[src/rtl/sync_pkg.sv]
// Shared definitions for the synchronisation register primitives.
// Latency: n/a (types and constants only).
// Backpressure: n/a.
package sync_pkg;

    // Occupancy of an M-structure register.
    typedef enum logic {
        SYNC_EMPTY = 1'b0,
        SYNC_FULL  = 1'b1
    } sync_state_t;

    // Round-robin pointer encodings: which port wins the next conflict.
    localparam logic ARB_PORT0 = 1'b0;
    localparam logic ARB_PORT1 = 1'b1;

endpackage

[src/rtl/std_sync_reg_2r_if.sv]
// Handshake bundle between one writer, two readers and the sync register.
// Latency: n/a (wiring only).
// Backpressure: requests are held high until the matching done pulse.
interface std_sync_reg_2r_if #(
    parameter int WIDTH = 32
);
    logic [WIDTH-1:0] in;
    logic             write_en;
    logic             read_en_0;
    logic             read_en_1;
    logic [WIDTH-1:0] out_0;
    logic [WIDTH-1:0] out_1;
    logic             write_done;
    logic             read_done_0;
    logic             read_done_1;

    // Producer/consumer side.
    modport master (
        output in, write_en, read_en_0, read_en_1,
        input  out_0, out_1, write_done, read_done_0, read_done_1
    );

    // Register side.
    modport slave (
        input  in, write_en, read_en_0, read_en_1,
        output out_0, out_1, write_done, read_done_0, read_done_1
    );
endinterface

[src/rtl/std_rr_arb2.sv]
// Two-requester round-robin arbiter with one-hot grant and advance enable.
// Latency: grant is combinational from req; pointer updates on the edge when adv=1.
// Backpressure: none; a requester without grant simply keeps requesting.
module std_rr_arb2
    import sync_pkg::*;
(
    input  logic       clk,
    input  logic       reset,
    input  logic [1:0] req,
    input  logic       adv,
    output logic [1:0] grant
);

    logic ptr_q;

    // A lone requester always wins; on a tie the pointer decides.
    always_comb begin
        grant = 2'b00;
        unique case (req)
            2'b01:   grant = 2'b01;
            2'b10:   grant = 2'b10;
            2'b11:   grant = (ptr_q == ARB_PORT0) ? 2'b01 : 2'b10;
            default: grant = 2'b00;
        endcase
    end

    // Pointer flips only when the caller reports a resolved conflict.
    always_ff @(posedge clk or negedge reset) begin
        if (!reset) begin
            ptr_q <= ARB_PORT0;
        end else if (adv) begin
            ptr_q <= ~ptr_q;
        end
    end

endmodule

[src/rtl/std_sync_reg_2r.sv]
// M-structure register: one writer, two round-robin arbitrated readers.
// Latency: done pulse registered at the edge after an eligible request; write->read turnaround 2 cycles.
// Backpressure: writes wait while FULL, reads wait while EMPTY; requests hold until done.
module std_sync_reg_2r
    import sync_pkg::*;
#(
    parameter int WIDTH = 32
) (
    input  logic                clk,
    input  logic                reset,
    std_sync_reg_2r_if.slave    bus
);

    sync_state_t      state_q;
    sync_state_t      state_d;
    logic [WIDTH-1:0] value_q;
    logic [WIDTH-1:0] out_0_q;
    logic [WIDTH-1:0] out_1_q;
    logic             write_done_q;
    logic             read_done_0_q;
    logic             read_done_1_q;
    logic             wr_commit;
    logic [1:0]       rd_commit;
    logic [1:0]       grant;
    logic             conflict;

    // Arbiter only advances when both readers compete for a full register.
    assign conflict = (state_q == SYNC_FULL) && bus.read_en_0 && bus.read_en_1;

    std_rr_arb2 u_arb (
        .clk   (clk),
        .reset (reset),
        .req   ({bus.read_en_1, bus.read_en_0}),
        .adv   (conflict),
        .grant (grant)
    );

    // Next-state and commit decode; EMPTY admits only writes, FULL only reads.
    always_comb begin
        state_d   = state_q;
        wr_commit = 1'b0;
        rd_commit = 2'b00;
        unique case (state_q)
            SYNC_EMPTY: begin
                if (bus.write_en) begin
                    state_d   = SYNC_FULL;
                    wr_commit = 1'b1;
                end
            end
            SYNC_FULL: begin
                if (grant != 2'b00) begin
                    state_d   = SYNC_EMPTY;
                    rd_commit = grant;
                end
            end
            default: state_d = SYNC_EMPTY;
        endcase
    end

    // State, stored value, per-reader output data and done pulses.
    always_ff @(posedge clk or negedge reset) begin
        if (!reset) begin
            state_q       <= SYNC_EMPTY;
            value_q       <= '0;
            out_0_q       <= '0;
            out_1_q       <= '0;
            write_done_q  <= 1'b0;
            read_done_0_q <= 1'b0;
            read_done_1_q <= 1'b0;
        end else begin
            state_q       <= state_d;
            write_done_q  <= wr_commit;
            read_done_0_q <= rd_commit[0];
            read_done_1_q <= rd_commit[1];
            if (wr_commit) begin
                value_q <= bus.in;
            end
            if (rd_commit[0]) begin
                out_0_q <= value_q;
            end
            if (rd_commit[1]) begin
                out_1_q <= value_q;
            end
        end
    end

    assign bus.out_0       = out_0_q;
    assign bus.out_1       = out_1_q;
    assign bus.write_done  = write_done_q;
    assign bus.read_done_0 = read_done_0_q;
    assign bus.read_done_1 = read_done_1_q;

endmodule

[src/flat_wrapper.sv]
// flat-port wrapper written by rule: the top's interface ports become plain ports
module std_sync_reg_2r_flat import sync_pkg::*;
#(
    parameter int WIDTH = 32
)
  (clk, reset, bus_in, bus_write_en, bus_read_en_0, bus_read_en_1, bus_out_0, bus_out_1, bus_write_done, bus_read_done_0, bus_read_done_1);
  std_sync_reg_2r_if #(.WIDTH(WIDTH)) bus_i ();
  input  logic clk;
  input  logic reset;
  input wire logic [$bits(bus_i.in)-1:0] bus_in;
  input wire logic [$bits(bus_i.write_en)-1:0] bus_write_en;
  input wire logic [$bits(bus_i.read_en_0)-1:0] bus_read_en_0;
  input wire logic [$bits(bus_i.read_en_1)-1:0] bus_read_en_1;
  output wire logic [$bits(bus_i.out_0)-1:0] bus_out_0;
  output wire logic [$bits(bus_i.out_1)-1:0] bus_out_1;
  output wire logic [$bits(bus_i.write_done)-1:0] bus_write_done;
  output wire logic [$bits(bus_i.read_done_0)-1:0] bus_read_done_0;
  output wire logic [$bits(bus_i.read_done_1)-1:0] bus_read_done_1;
  assign bus_i.in = bus_in;
  assign bus_i.write_en = bus_write_en;
  assign bus_i.read_en_0 = bus_read_en_0;
  assign bus_i.read_en_1 = bus_read_en_1;
  assign bus_out_0 = bus_i.out_0;
  assign bus_out_1 = bus_i.out_1;
  assign bus_write_done = bus_i.write_done;
  assign bus_read_done_0 = bus_i.read_done_0;
  assign bus_read_done_1 = bus_i.read_done_1;
  std_sync_reg_2r #(.WIDTH(WIDTH)) u_core (.clk(clk), .reset(reset), .bus(bus_i));
endmodule
[config.mk]
export PLATFORM = sky130hd
export DESIGN_NAME = std_sync_reg_2r_flat
export DESIGN_NICKNAME = d
export VERILOG_FILES = /design/src/rtl/sync_pkg.sv /design/src/rtl/std_sync_reg_2r_if.sv /design/src/rtl/std_rr_arb2.sv /design/src/rtl/std_sync_reg_2r.sv /design/src/flat_wrapper.sv
export SDC_FILE = /design/constraint.sdc
export NUM_CORES = 1
export LEC_CHECK = 0
export CAP_MARGIN = 25
export CORE_UTILIZATION = 45
export DETAILED_ROUTE_END_ITERATION = 8
export HOLD_SLACK_MARGIN = 0.03
export PLACE_DENSITY_LB_ADDON = 0.1
export SYNTH_ARGS = -nofsm -noshare
export SYNTH_HDL_FRONTEND = slang
export SYNTH_SLANG_ARGS = --single-unit
[constraint.sdc]
create_clock -name clk -period 1.55 [get_ports clk]
set_input_delay 0.155 -clock clk [delete_from_list [all_inputs] [get_ports clk]]
set_output_delay 0.155 -clock clk [all_outputs]
set_load 0.01 [all_outputs]
# Word level (Yosys, flattened, before mapping)
# Cells that the tools add are included.
totals:
  wordCells: 24
  input_bits: 37
  output_inout_bits: 67
  ff_bits: 101
op_classes:
  muxes: 8
  n_reduce_logical: 3
  n_eq_ne: 3
  bitwise: 2
op_table:
  columns: ["operator", "count"]
  rows:
  - ["$mux W2", 3]
  - ["$pmux W2 S3", 1]
  - ["$eq A2 B2 Y1 const B", 2]
  - ["$mux W1", 3]
  - ["$eq A2 B1 Y1 const B", 1]
  - ["$logic_and A1 B1 Y1", 2]
  - ["$not A1 Y1", 2]
  - ["$pmux W1 S2", 1]
  - ["$reduce_bool A2 Y1", 1]

# Depth between registers and ports, before layout
# Gate-level depths: netlist of the first run.
depth:
  ltp_word: 5
  mapped_depth: 4

# Cells and area by module
# Synthesis of the first run repeated with hierarchy kept, for this count alone.
unflattened:
  cells_unflattened: 219
  area_unflattened_um2: 3928.8
by_module_without_submodules:
  columns: ["module", "cells_each", "area_per_inst_um2", "instances"]
  rows:
  - ["std_sync_reg_2r", 214, 3876.2, 1]
  - ["std_rr_arb2", 5, 52.6, 1]

# Worst setup path after synthesis of the first run
# Ideal clock, no wire load.
synth_timing:
  path_kind: "register -> register"
  startpoint: "register u_core.state_q"
  endpoint: "register u_core.value_q[10]"
  setup_slack_ns: 0.229
  n_path_buf: 2
  required_time_ns: 1.425
  arrival_ns: 1.196
  stages_incl_launch_ff: 5
  setup_time_ns: 0.125
  path_cell_list: "dfrtp_1 nor2b_1 buf_2 buf_6 mux2_2"
synth_via:
  elab_chain_len: 1
synth_rtl:
  columns: ["element", "line", "source"]
  rows:
  - ["from (decl)", "std_sync_reg_2r.sv:14", "sync_state_t state_q;"]
  - ["from (signal assigned)", "std_sync_reg_2r.sv:71", "state_q <= state_d;"]
  - ["$mux W1", "std_sync_reg_2r.sv:43", "unique case (state_q)"]
  - ["to (signal assigned)", "std_sync_reg_2r.sv:76", "value_q <= bus.in;"]
  - ["to (decl)", "std_sync_reg_2r.sv:16", "logic [WIDTH-1:0] value_q;"]
# Every way passes these cells.
# A chain may end at the register's enable or synchronous reset.

# Worst setup path after layout of the first run
layout_timing:
  startpoint: "register u_core.out_1_q[26] (netlist: u_core.bus.out_1[26])"
  endpoint: "output bus_out_1[26]"
layout_lines:
  columns: ["element", "line", "source"]
  rows:
  - ["from (decl)", "std_sync_reg_2r.sv:18", "logic [WIDTH-1:0] out_1_q;"]
  - ["from (signal assigned)", "std_sync_reg_2r.sv:82", "out_1_q <= value_q;"]
  - ["to (decl)", "flat_wrapper.sv:15", "output wire logic [$bits(bus_i.out_1)-1:0] bus_out_1;"]
# No word-level cell between the ends.

==> impl_results.md, run 1 <==
- Wire length of the first global-routing pass: 11200 um
- Total grt overflow: 0
- Area taken by multi-input logic gates: 1150 um2
- Worst relative slew slack: 68.5%
- Max-cap violations: 0
- Via count of the first global-routing pass: 2268
- Synthesized area per cell: 17.4 um2
- Reg2reg setup slack: 180 ps
- Run status: finished clean
- Number of storage elements in the synthesis netlist: 101
- Crit end category: output pin
- Start point of the critical path: u_core.bus.out_1[26]
- Post-layout minimum cycle time: 1430 ps
- Vias: 2188
- Synthesized netlist net count: 255
- Width of the die: 93.8 um
- Distinct cells, synth: 14
- Placeable core area: 8180 um2
- Count of flip-flops with a built-in enable after synthesis: 0
- Final RePlAce weighted congestion: 0.694
- Maximum number of buffers from clock root to sink: 2
- Post-DP Area: 5050 um2
- Type of origin of the critical path: register
- Library cell with the largest summed area after synthesis: sky130_fd_sc_hd__dfrtp_1
- Number of instances resized during post-cts repair: 0
- Overall die area: 8800 um2
- Data arrival time at the worst-slack endpoint: 1280 ps
- Setup crit end: bus_out_1[26]
- Avg WL per Cell: 15.5 um
- Number of clock buffers inserted by TritonCTS: 9
- Worst supply voltage drop on vdd: 0.00107 V
- Worst path depth: 1
- Peak per-stage delay on the critical path: 580 ps
- Worst skew pair latency: 350 ps
- Leakage Power: 2.27 nW
- Number of diodes: 0
- Number of DRC violations after detailed routing: 0
- First drt pass iteration count: 3
- Count of endpoints failing hold in the final timing report: 0
- Biggest area contributors in the synthesized netlist: sky130_fd_sc_hd__dfrtp_1 67%, sky130_fd_sc_hd__mux2_2 28%, sky130_fd_sc_hd__buf_6 2.7%, sky130_fd_sc_hd__mux2_1 0.59%, sky130_fd_sc_hd__o211ai_4 0.56%
- Buffers on Ports: 103
- Storage cell area: 2530 um2
- Setup repair after global routing missed its margin: no
- Cell chosen for the clock root: sky130_fd_sc_hd__clkbuf_8
- Synth top area share: 66.6%
- Synth warnings: 0
- Peak clock frequency supported by timing: 699 MHz
- Mapped Cells: 218
- Number of endpoints failing setup at the final stage: 0
- Drt via density: 4.88
- Final-layout fill cell count: 621
- Final Net Count: 375
- Starting density of the core: 46.4%
- DP Wirelength: 4870 um
- Post-route cell area: 5290 um2
- Layout-stage area growth over the synthesis result: 39.4%
- Path class of the lowest-slack min-delay path: in2async
- Worst EP required: 1390 ps
- Period utilization: 92.4%
- Maximum number of pins on one net before global-route repair: 36
- Number of sinks driven by the clock tree: 101
- Power density over cell area: 1820 nW/um2
- Count leader, synth: sky130_fd_sc_hd__dfrtp_1
- Post-Route WL: 6930 um
- Largest fanout of any net on the critical path: 2
- Sequential share of the synthesized area: 66.6%
- Synthesized cell area: 3790 um2
- Setup Buffers After CTS: 0
- Async set-reset flop share out of synthesis: 100%
- Max Slew Vio Count: 0
- CTS tree: built
- Aggregate global-route resource usage: 17.1%
- Worst Path Buf+Inv: 1
- Antenna-violating nets left: 0
- Worst Tran Pin Value: 472 ps
- Standard-cell rows: 33
- Main synth FF type: sky130_fd_sc_hd__dfrtp_1
- Chain of cells forming the critical path: clkdlybuf4s50_1
- CP Class: reg2out
- Share of layout cells above drive strength 1: 37.3%
- Standard cell with the maximum stage delay on the critical path: sky130_fd_sc_hd__clkdlybuf4s50_1
- Count of routing violations after the opening detailed-route iteration: 51
- CP top delay family: buffers and inverters
- I/O pin count: 104
- Leading post-synthesis cells by instance count: 101 x sky130_fd_sc_hd__dfrtp_1, 94 x sky130_fd_sc_hd__mux2_2, 9 x sky130_fd_sc_hd__buf_6, 3 x sky130_fd_sc_hd__inv_1, 2 x sky130_fd_sc_hd__mux2_1
- Overall power: 9.62 mW
- Reg clk slew, reported paths: 90 ps
- Antenna violations before repair: 0
- Reg2Reg Depth: 3
- CTS H-tree depth: 3
- Capture point of the worst reg-to-reg path: u_core.bus.out_1[2]
- Fin Clk Skew: 9.28 ps
- R2r startpoint: u_core.u_arb.ptr_q
- Die extent in y: 93.8 um
[logic make-up after synthesis]
| family | synth area share [%] |
|---|---|
| compound gates | 0.759 |
| buf+inv | 3.10 |
| mux | 28.5 |
| flops | 66.6 |
| xor+xnor | 0.231 |
| simple gates | 0.759 |
[cell usage in the layout, fill, tap and decap left out]
master / Yosys / layout
sky130_fd_sc_hd__nand3_2: 1 / 1
sky130_fd_sc_hd__buf_12: 0 / 7
sky130_fd_sc_hd__clkbuf_1: 0 / 1
sky130_fd_sc_hd__bufinv_16: 0 / 2
sky130_fd_sc_hd__inv_1: 3 / 3
sky130_fd_sc_hd__inv_6: 0 / 1
sky130_fd_sc_hd__clkdlybuf4s50_1: 0 / 102
sky130_fd_sc_hd__o211ai_4: 1 / 1
sky130_fd_sc_hd__buf_4: 0 / 9
sky130_fd_sc_hd__nand2_1: 1 / 1
sky130_fd_sc_hd__nand3_1: 1 / 1
sky130_fd_sc_hd__clkbuf_8: 0 / 10
sky130_fd_sc_hd__dfrtp_1: 101 / 101
sky130_fd_sc_hd__dlygate4sd3_1: 0 / 1
sky130_fd_sc_hd__clkinv_2: 0 / 1
sky130_fd_sc_hd__mux2_1: 2 / 2
sky130_fd_sc_hd__nor2_1: 1 / 1
sky130_fd_sc_hd__xnor2_1: 1 / 1
sky130_fd_sc_hd__mux2_2: 94 / 94
sky130_fd_sc_hd__a21o_1: 1 / 1
sky130_fd_sc_hd__nor2b_4: 0 / 1
sky130_fd_sc_hd__clkinv_4: 0 / 1
[power by group]
group          internal, mW  switching [mW]  total, mW
sequential             3.66           0.564       4.22
combinational          2.37            1.20       3.57
clock                 0.961           0.871       1.83
[registers in the layout, summed over array words and instances (netlist names)]
| register | cells |
|---|---|
| u_core.state_q | 1 |
| u_core.bus.read_done_0 | 1 |
| u_core.bus.read_done_1 | 1 |
| u_core.bus.write_done | 1 |
| u_core.value_q | 32 |
| u_core.bus.out_1 | 32 |
| u_core.u_arb.ptr_q | 1 |
| u_core.bus.out_0 | 32 |
[cell type report]
class | count | share of cell area (%)
Sequential cell | 101 | 47.8
Timing Repair Buffer | 119 | 23.4
Multi-Input combinational cell | 104 | 21.8
Clock buffer | 11 | 2.67
Tap cell | 105 | 2.48
Clock inverter | 5 | 1.56
Inverter | 3 | 0.213
[worst min-delay path by stage]
stage	slack, ps	start	end	depth (start not counted)
floorplan	-140	reset	u_core.bus.out_0[0]	0
global placement	150	reset	u_core.value_q[0]	1
detailed placement	150	reset	u_core.bus.out_0[0]	1
CTS	300	reset	u_core.bus.out_0[11]	2
global route	320	reset	u_core.bus.out_0[11]	2
finish	300	reset	u_core.bus.out_0[0]	2
[metrics by stage]
stage | cells | setup WS [ps] | hold slack (ps) | setup TNS [ps] | utilization, %
5_1_grt | 448 | 48.5 | 318 | 0 | 64.7
2_1_floorplan | 218 | 229 | -141 | 0 | -
3_3_place_gp | 431 | -34.8 | 151 | -892 | 61.8
3_5_place_dp | 431 | -52.0 | 146 | -1050 | 61.8
4_1_cts | 448 | 87.0 | 301 | 0 | 64.7
6_report | 448 | 119 | 295 | 0 | 64.7
[per-layer routing]
metal,global-route usage (%),up-vias,routed length (um)
met3,7.12,9,552
met2,25.9,67,3170
met1,22.7,1112,3130
met5,0,-,0
met4,4.62,0,73
li1,-,1000,-
[repair_timing]
action,CTS,global route
endpoints found under the hold margin,30,0
hold buffers,1,0
endpoints found under the setup margin,0,0
Note: power is estimated with default switching activity, not from simulation.
==> run 2, diff against run 1 <==
Settings changed: SYNTH_HIERARCHICAL set to 1.
==> run 2 against run 1 <==
Net effect: combinational power grew 16%; clock skew grew 1.4 ps; via count grew 0.69%; routed wire length grew 4.1%; register-to-register slack lost 40 ps; critical endpoint is now bus_out_0[1].
==> impl_results.md, run 2 <==
- Run status: finished clean
- I/O pin count: 104 (unchanged)
- Overall die area: 9110 um2 (+3.5%)
- Leading cell types in the layout, fill and taps excluded: 102 x sky130_fd_sc_hd__clkdlybuf4s50_1, 101 x sky130_fd_sc_hd__dfrtp_1, 68 x sky130_fd_sc_hd__mux2_2, 28 x sky130_fd_sc_hd__mux2_4, 10 x sky130_fd_sc_hd__clkbuf_8
- Crit end category: output pin
- Number of diodes: 0 (unchanged)
- Worst skew pair latency: 360 ps (about the same)
- CTS H-tree depth: 3 (unchanged)
- Fin Clk Skew: 10.6 ps (+1.35 ps)
- Synth top area share: 64.3% (-2.3 points)
- Chain of cells forming the critical path: clkdlybuf4s50_1
- Post-Route WL: 7210 um (+4.1%)
- Count of routing violations after the opening detailed-route iteration: 35 (-31%)
- Avg WL per Cell: 16.2 um (+5.1%)
- Final RePlAce weighted congestion: 0.738 (+6.3%)
- DP Wirelength: 4900 um (+0.64%)
- Max Slew Vio Count: 0 (unchanged)
- Sequential share of the synthesized area: 64.3% (-2.3 points)
- Period utilization: 92.9% (+0.51 points)
- Hold Slack: 147 ps (-149 ps)
- Via count of the first global-routing pass: 2296 (+1.2%)
- Clock power frac: 16.4% (-2.6 points)
- Main synth FF type: sky130_fd_sc_hd__dfrtp_1
- Internal portion of total power: 7.38 mW (+5.6%)
- Die extent in y: 95.4 um (+1.7%)
- Total grt overflow: 0 (unchanged)
- Worst relative slew slack: 80.4% (+12 points)
- Aggregate global-route resource usage: 17.2% (+0.12 points)
- CTS tree: built
- Power density over cell area: 1940 nW/um2 (+6.7%)
- Simple-Gate Fraction of Synth Area: 0.828% (+0.069 points)
- Buffers on Ports: 103 (unchanged)
- Number of clock buffers inserted by TritonCTS: 9 (unchanged)
- Xor and xnor fraction of the mapped netlist area: 0.223% (-0.0080 points)
- Data arrival time at the worst-slack endpoint: 1280 ps (about the same)
- Count of endpoints failing hold in the final timing report: 0 (unchanged)
- Most frequent standard cell in the layout excluding fill and tap cells: sky130_fd_sc_hd__clkdlybuf4s50_1
- Final Net Count: 371 (-1.1%)
- Proportion of synthesized area in mux cells: 30.2% (+1.7 points)
- Count leader, synth: sky130_fd_sc_hd__dfrtp_1
- Starting density of the core: 47.1% (+0.72 points)
- Switching part of the total: 28.5% (+1.2 points)
- Compound-cell area share of the yosys netlist: 0.605% (-0.15 points)
- Maximum number of pins on one net before global-route repair: 58 (+61%)
- Worst Path Buf+Inv: 1 (unchanged)
- Standard-cell rows: 33 (unchanged)
- CP Class: reg2out
- Standard cell with the maximum stage delay on the critical path: sky130_fd_sc_hd__clkdlybuf4s50_1
- Largest family of logic cells by synthesized area: multiplexers
- Synth warnings: 6 (+6)
- Max-cap violations: 0 (unchanged)
- Cell chosen for the clock root: sky130_fd_sc_hd__clkbuf_8
- Async set-reset flop share out of synthesis: 100% (unchanged)
- Post-synthesis adder-cell area fraction: 0% (unchanged)
- Worst supply voltage drop on vdd: 0.000930 V (-13%)
- Number of instances resized during post-cts repair: 0 (unchanged)
- Synthesized cell area: 3930 um2 (+3.6%)
- Number of storage elements in the synthesis netlist: 101 (unchanged)
- Library cell with the largest summed area after synthesis: sky130_fd_sc_hd__dfrtp_1
- Combinational fraction of design power: 40.2% (+3.1 points)
- CTS hold repair buffers: 1 (unchanged)
- Post-layout minimum cycle time: 1440 ps (+7.89 ps)
- Peak per-stage delay on the critical path: 570 ps (about the same)
- Type of origin of the critical path: register
- Antenna violations before repair: 0 (unchanged)
- Overall power: 10.3 mW (+7.3%)
- Leading post-synthesis cells by instance count: 101 x sky130_fd_sc_hd__dfrtp_1, 68 x sky130_fd_sc_hd__mux2_2, 28 x sky130_fd_sc_hd__mux2_4, 7 x sky130_fd_sc_hd__buf_6
- Synthesized netlist net count: 256 (+0.39%)
- Number of standard cells in the final layout excluding fillers: 444 (-0.89%)
- Sequential power share: 43.4% (-0.5 points)
- Worst Tran Pin Value: 291 ps (-181 ps)
- Peak clock frequency supported by timing: 695 MHz (-0.55%)
- Distinct cells, synth: 14 (unchanged)
- Number of sinks driven by the clock tree: 101 (unchanged)
- TNS Setup: 0 ps (unchanged)
- Biggest area contributors in the synthesized netlist: sky130_fd_sc_hd__dfrtp_1 64%, sky130_fd_sc_hd__mux2_2 19%, sky130_fd_sc_hd__mux2_4 11%, sky130_fd_sc_hd__buf_6 2.0%, sky130_fd_sc_hd__buf_12 1.5%
- Number of DRC violations after detailed routing: 0 (unchanged)
- Number of endpoints failing setup at the final stage: 0 (unchanged)
- Number of placed instances with taps included: 427 (-0.93%)
- Wire length of the first global-routing pass: 11500 um (+3.2%)
- Reg clk slew, reported paths: 90 ps (about the same)
- Layout-stage area growth over the synthesis result: 35.4%
- CP top delay family: buffers and inverters
- Count of flip-flops with a built-in enable after synthesis: 0 (unchanged)
- Width of the die: 95.4 um (+1.7%)
- Drt via density: 4.96 (+1.6%)
- First drt pass iteration count: 4 (+1)
- Synthesized area per cell: 17.9 um2 (+3.1%)
- Worst EP required: 1390 ps (about the same)
- Setup repair after global routing missed its margin: no
- Mapped Cells: 219 (+0.46%)
- Utilization after layout: 63.8% (-0.88 points)
- Path class of the lowest-slack min-delay path: in2async
- Maximum number of buffers from clock root to sink: 2 (unchanged)
- Share of layout cells above drive strength 1: 37.8% (+0.44 points)
- Net switching power: 2.95 mW (+12%)
- Leakage Power: 2.34 nW (+2.9%)
- Antenna-violating nets left: 0 (unchanged)
- Setup Buffers After CTS: 0 (unchanged)
- Placeable core area: 8340 um2 (+2.0%)
- Largest fanout of any net on the critical path: 2 (unchanged)
- Vias: 2203 (+0.69%)
==> run 2: cell types whose count changed after synthesis, sizes merged <==
cell	change
o211ai	-1
nand2	+1
xnor2	-1
a21boi	+2
and3	+1
nand3	-2
xor2	+1
==> run 2: final cells by class <==
| cell class | count | area, um2 |
|---|---|---|
| well taps | 105 | 131 |
| inverters | 3 | 11.3 |
| repair buffers | 114 | 1190 |
| clock inverters | 6 | 68.8 |
| fillers | 620 | 3020 |
| clock buffers | 10 | 138 |
| multi-input cells | 105 | 1260 |
| flip-flops and latches | 101 | 2530 |
==> run 2: per-layer routing <==
metal / GRT usage, % / up-vias / routed length, um / share of wire (%)
li1: - / 990 / - / -
met1: 21.6 / 1139 / 3140 / 43
met2: 27.6 / 65 / 3490 / 48
met3: 6.70 / 9 / 498 / 6.9
met4: 5.22 / 0 / 89 / 1.2
met5: 0 / - / 0 / 0
==> run 2: final timing paths <==
check | from | end | slack, ps | depth (start not counted)
hold / removal | reset | u_core/bus.out_1[17] | 150 | 2
setup / recovery | u_core/bus.out_0[1] | bus_out_0[1] | 110 | 1
max in group asynchronous | reset | u_core/bus.out_0[10] | 910 | 3
setup reg to reg | u_core/u_arb/ptr_q | u_core/bus.out_0[20] | 140 | 4
min in group clk | bus_in[28] | u_core/value_q[28] | 400 | 2
hold reg to reg | u_core/u_arb/ptr_q | u_core/u_arb/ptr_q | 510 | 1
==> run 2: logic make-up after synthesis <==
family / count (synthesis)
XOR/XNOR: 1
buffers and inverters: 13
AND/OR/NAND/NOR: 5
multiplexers: 96
AO/OA/AOI/OAI: 3
flip-flops: 101
==> run 2: stage by stage <==
stage | setup slack, ps | cell area [um2]
final | 111 | 5320
after global routing | 48.3 | 5320
after CTS | 78.4 | 5320
after detailed placement | -110 | 5100
after global placement | -83.5 | 5100
after floorplan | 232 | 3930
==> run 2: power groups by stage <==
stage	registers (mW)	logic [mW]	clock network (mW)
4_1_cts	4.50	4.21	1.77
3_5_place_dp	4.55	4.19	0
2_1_floorplan	4.82	1.64	0
6_report	4.48	4.15	1.69
5_1_grt	4.64	4.46	1.86
3_3_place_gp	4.52	4.13	0
==> run 3, diff against run 2 <==
Settings changed: CORE_UTILIZATION 45 to 48.
==> run 3 against run 2 <==
Net effect: sequential share of layout area grew 0.26 points; combinational power is essentially flat; highest routed layer unchanged; core utilization grew 4.0 points; critical endpoint is now u_core/bus.out_0[22]; critical path type is now reg2reg; non-clock buffer count shrank 2.
==> impl_results.md, run 3 (synthesis results as in run 2) <==
- Type of origin of the critical path: register
- Worst skew pair latency: 350 ps (about the same)
- Final RePlAce weighted congestion: 0.694 (-6.0%)
- Setup repair after global routing missed its margin: no
- CTS tree: built
- Number of clock buffers inserted by TritonCTS: 9 (unchanged)
- Maximum number of pins on one net before global-route repair: 38 (-34%)
- Met3 Use GR: 6.65% (-0.048 points)
- I/O pin count: 104 (unchanged)
- Number of DRC violations after detailed routing: 0 (unchanged)
- Run status: finished clean
- Peak clock frequency supported by timing: 695 MHz (about the same)
- Cell chosen for the clock root: sky130_fd_sc_hd__clkbuf_8
- Via count of the first global-routing pass: 2281 (-0.65%)
- Worst EP required: 1790 ps (+400 ps)
- Aggregate global-route resource usage: 18.1% (+0.94 points)
- Crit end category: register
- Total grt overflow: 0 (unchanged)
- Crit path setup slack, layout: 111 ps (-0.0790 ps)
- Global routing usage on met1: 24.1% (+2.5 points)
- Antenna violations before repair: 0 (unchanged)
- Placeable core area: 7810 um2 (-6.4%)
- Buffers on Ports: 103 (unchanged)
- Storage cell area: 2530 um2 (unchanged)
- Number of endpoints failing setup at the final stage: 0 (unchanged)
- Worst Tran Pin Value: 416 ps (+125 ps)
- Most congested layer reported by global routing: met2
- Met2 global-route usage: 28.5% (+0.96 points)
- Path class of the lowest-slack min-delay path: in2async
- Vias: 2160 (-2.0%)
- Largest fanout of any net on the critical path: 33 (+31)
- Share of layout cells above drive strength 1: 37.4% (-0.37 points)
- Final-layout fill cell count: 580 (-6.5%)
- Area taken by multi-input logic gates: 1260 um2 (unchanged)
- Worst relative slew slack: 72.3% (-8.2 points)
- Max Slew Vio Count: 0 (unchanged)
- Worst supply voltage drop on vdd: 0.000931 V (+0.11%)
- Maximum number of buffers from clock root to sink: 2 (unchanged)
- Leakage Power: 2.32 nW (-0.75%)
- CTS H-tree depth: 3 (unchanged)
- Power density over cell area: 1940 nW/um2 (-0.18%)
- Count of endpoints failing hold in the final timing report: 0 (unchanged)
- Reg clk slew, reported paths: 90 ps (about the same)
- Final Net Count: 369 (-0.54%)
- Wire length of the first global-routing pass: 11700 um (+1.5%)
- Drt via density: 4.92 (-0.84%)
- Overall power: 10.3 mW (-0.72%)
- Utilization after layout: 67.8% (+4.0 points)
- Leading cell types in the layout, fill and taps excluded: 102 x sky130_fd_sc_hd__clkdlybuf4s50_1, 101 x sky130_fd_sc_hd__dfrtp_1, 68 x sky130_fd_sc_hd__mux2_2, 28 x sky130_fd_sc_hd__mux2_4, 9 x sky130_fd_sc_hd__clkbuf_8
- Fin Clk Skew: 8.19 ps (-2.45 ps)
- Data arrival time at the worst-slack endpoint: 1680 ps (+400 ps)
- Period utilization: 92.9% (about the same)
- Pre-CTS setup slack: -153 ps (-42.9 ps)
- First drt pass iteration count: 4 (unchanged)
- Post-layout minimum cycle time: 1440 ps (+0.0790 ps)
- Number of sinks driven by the clock tree: 101 (unchanged)
- Max-cap violations: 0 (unchanged)
- CP Class: reg2reg
- Count of routing violations after the opening detailed-route iteration: 59 (+69%)
- Layout-stage area growth over the synthesis result: 34.7%
- Width of the die: 92.5 um (-3.1%)
- Number of diodes: 0 (unchanged)
- Most frequent standard cell in the layout excluding fill and tap cells: sky130_fd_sc_hd__clkdlybuf4s50_1
- Die extent in y: 92.5 um (-3.1%)
- Antenna-violating nets left: 0 (unchanged)
- Overall die area: 8550 um2 (-6.1%)
- Number of instances resized during post-cts repair: 0 (unchanged)
- DP Wirelength: 4860 um (-0.84%)
- Standard-cell rows: 32 (-3.0%)
- Starting density of the core: 50.3% (+3.2 points)
- Post-Route WL: 7110 um (-1.4%)
- Avg WL per Cell: 16.2 um (-0.25%)
## run 3: changes by cell type in the layout (fill, tap and decap cells not counted)
cell / delta
sky130_fd_sc_hd__clkbuf_8: -1
sky130_fd_sc_hd__clkinv_4: -1
sky130_fd_sc_hd__buf_4: -2
sky130_fd_sc_hd__clkinvlp_4: +1
sky130_fd_sc_hd__clkinv_2: +1
## run 3: repair_timing
action                                 4_1_cts  5_1_grt
hold buffers                                 1        0
endpoints found under the hold margin       29        0
buffers inserted                             0        0
## run 3: area by class of cell
type | instances | share of cell area (%)
clock buffers | 9 | 2.34
clock inverters | 7 | 1.37
inverters | 3 | 0.213
multi-input cells | 105 | 23.7
flip-flops and latches | 101 | 47.8
well taps | 102 | 2.41
repair buffers | 112 | 22.2
## run 3: final timing paths
path	slack [ps]	end	cells past startpoint	from
hold / removal	270	u_core/bus.out_1[16]	2	reset
max in group asynchronous	740	u_core/value_q[31]	3	reset
setup / recovery	110	u_core/bus.out_0[22]	4	u_core/u_arb/ptr_q
min in group clk	410	u_core/value_q[24]	2	bus_in[24]
hold reg to reg	500	u_core/u_arb/ptr_q	1	u_core/u_arb/ptr_q
setup reg to reg	110	u_core/bus.out_0[22]	4	u_core/u_arb/ptr_q
## run 3: stage by stage
stage          hold WS (ps)  setup TNS, ps  instance area, um2  instances
5_1_grt                 275              0                5290        439
6_report                269              0                5290        439
3_5_place_dp            114          -6600                5090        422
3_3_place_gp            118          -4000                5090        422
2_1_floorplan          -141              0                3930        219
4_1_cts                 265              0                5290        439
## run 3: metal layers
layer  share of wire [%]  vias up
li1                    -      983
met1                  44     1102
met2                  49       68
met3                 6.0        7
met4                0.41        0
met5                   0        -
## run 3: report_power, final
| group | leakage [nW] | internal, mW | switching, mW | total [mW] |
|---|---|---|---|---|
| registers | 1.19 | 3.80 | 0.662 | 4.46 |
| logic | 1.03 | 2.76 | 1.39 | 4.16 |
| clock network | 0.0960 | 0.752 | 0.879 | 1.63 |
| total | 2.32 | 7.32 | 2.93 | 10.3 |
## run 3: worst max-delay path, cell delays in order, from the launching register on
cell and delay, ps:
sky130_fd_sc_hd__dfrtp_1 410, sky130_fd_sc_hd__a21boi_0 300, sky130_fd_sc_hd__nand2_2 110, sky130_fd_sc_hd__buf_12 180
sky130_fd_sc_hd__mux2_2 290
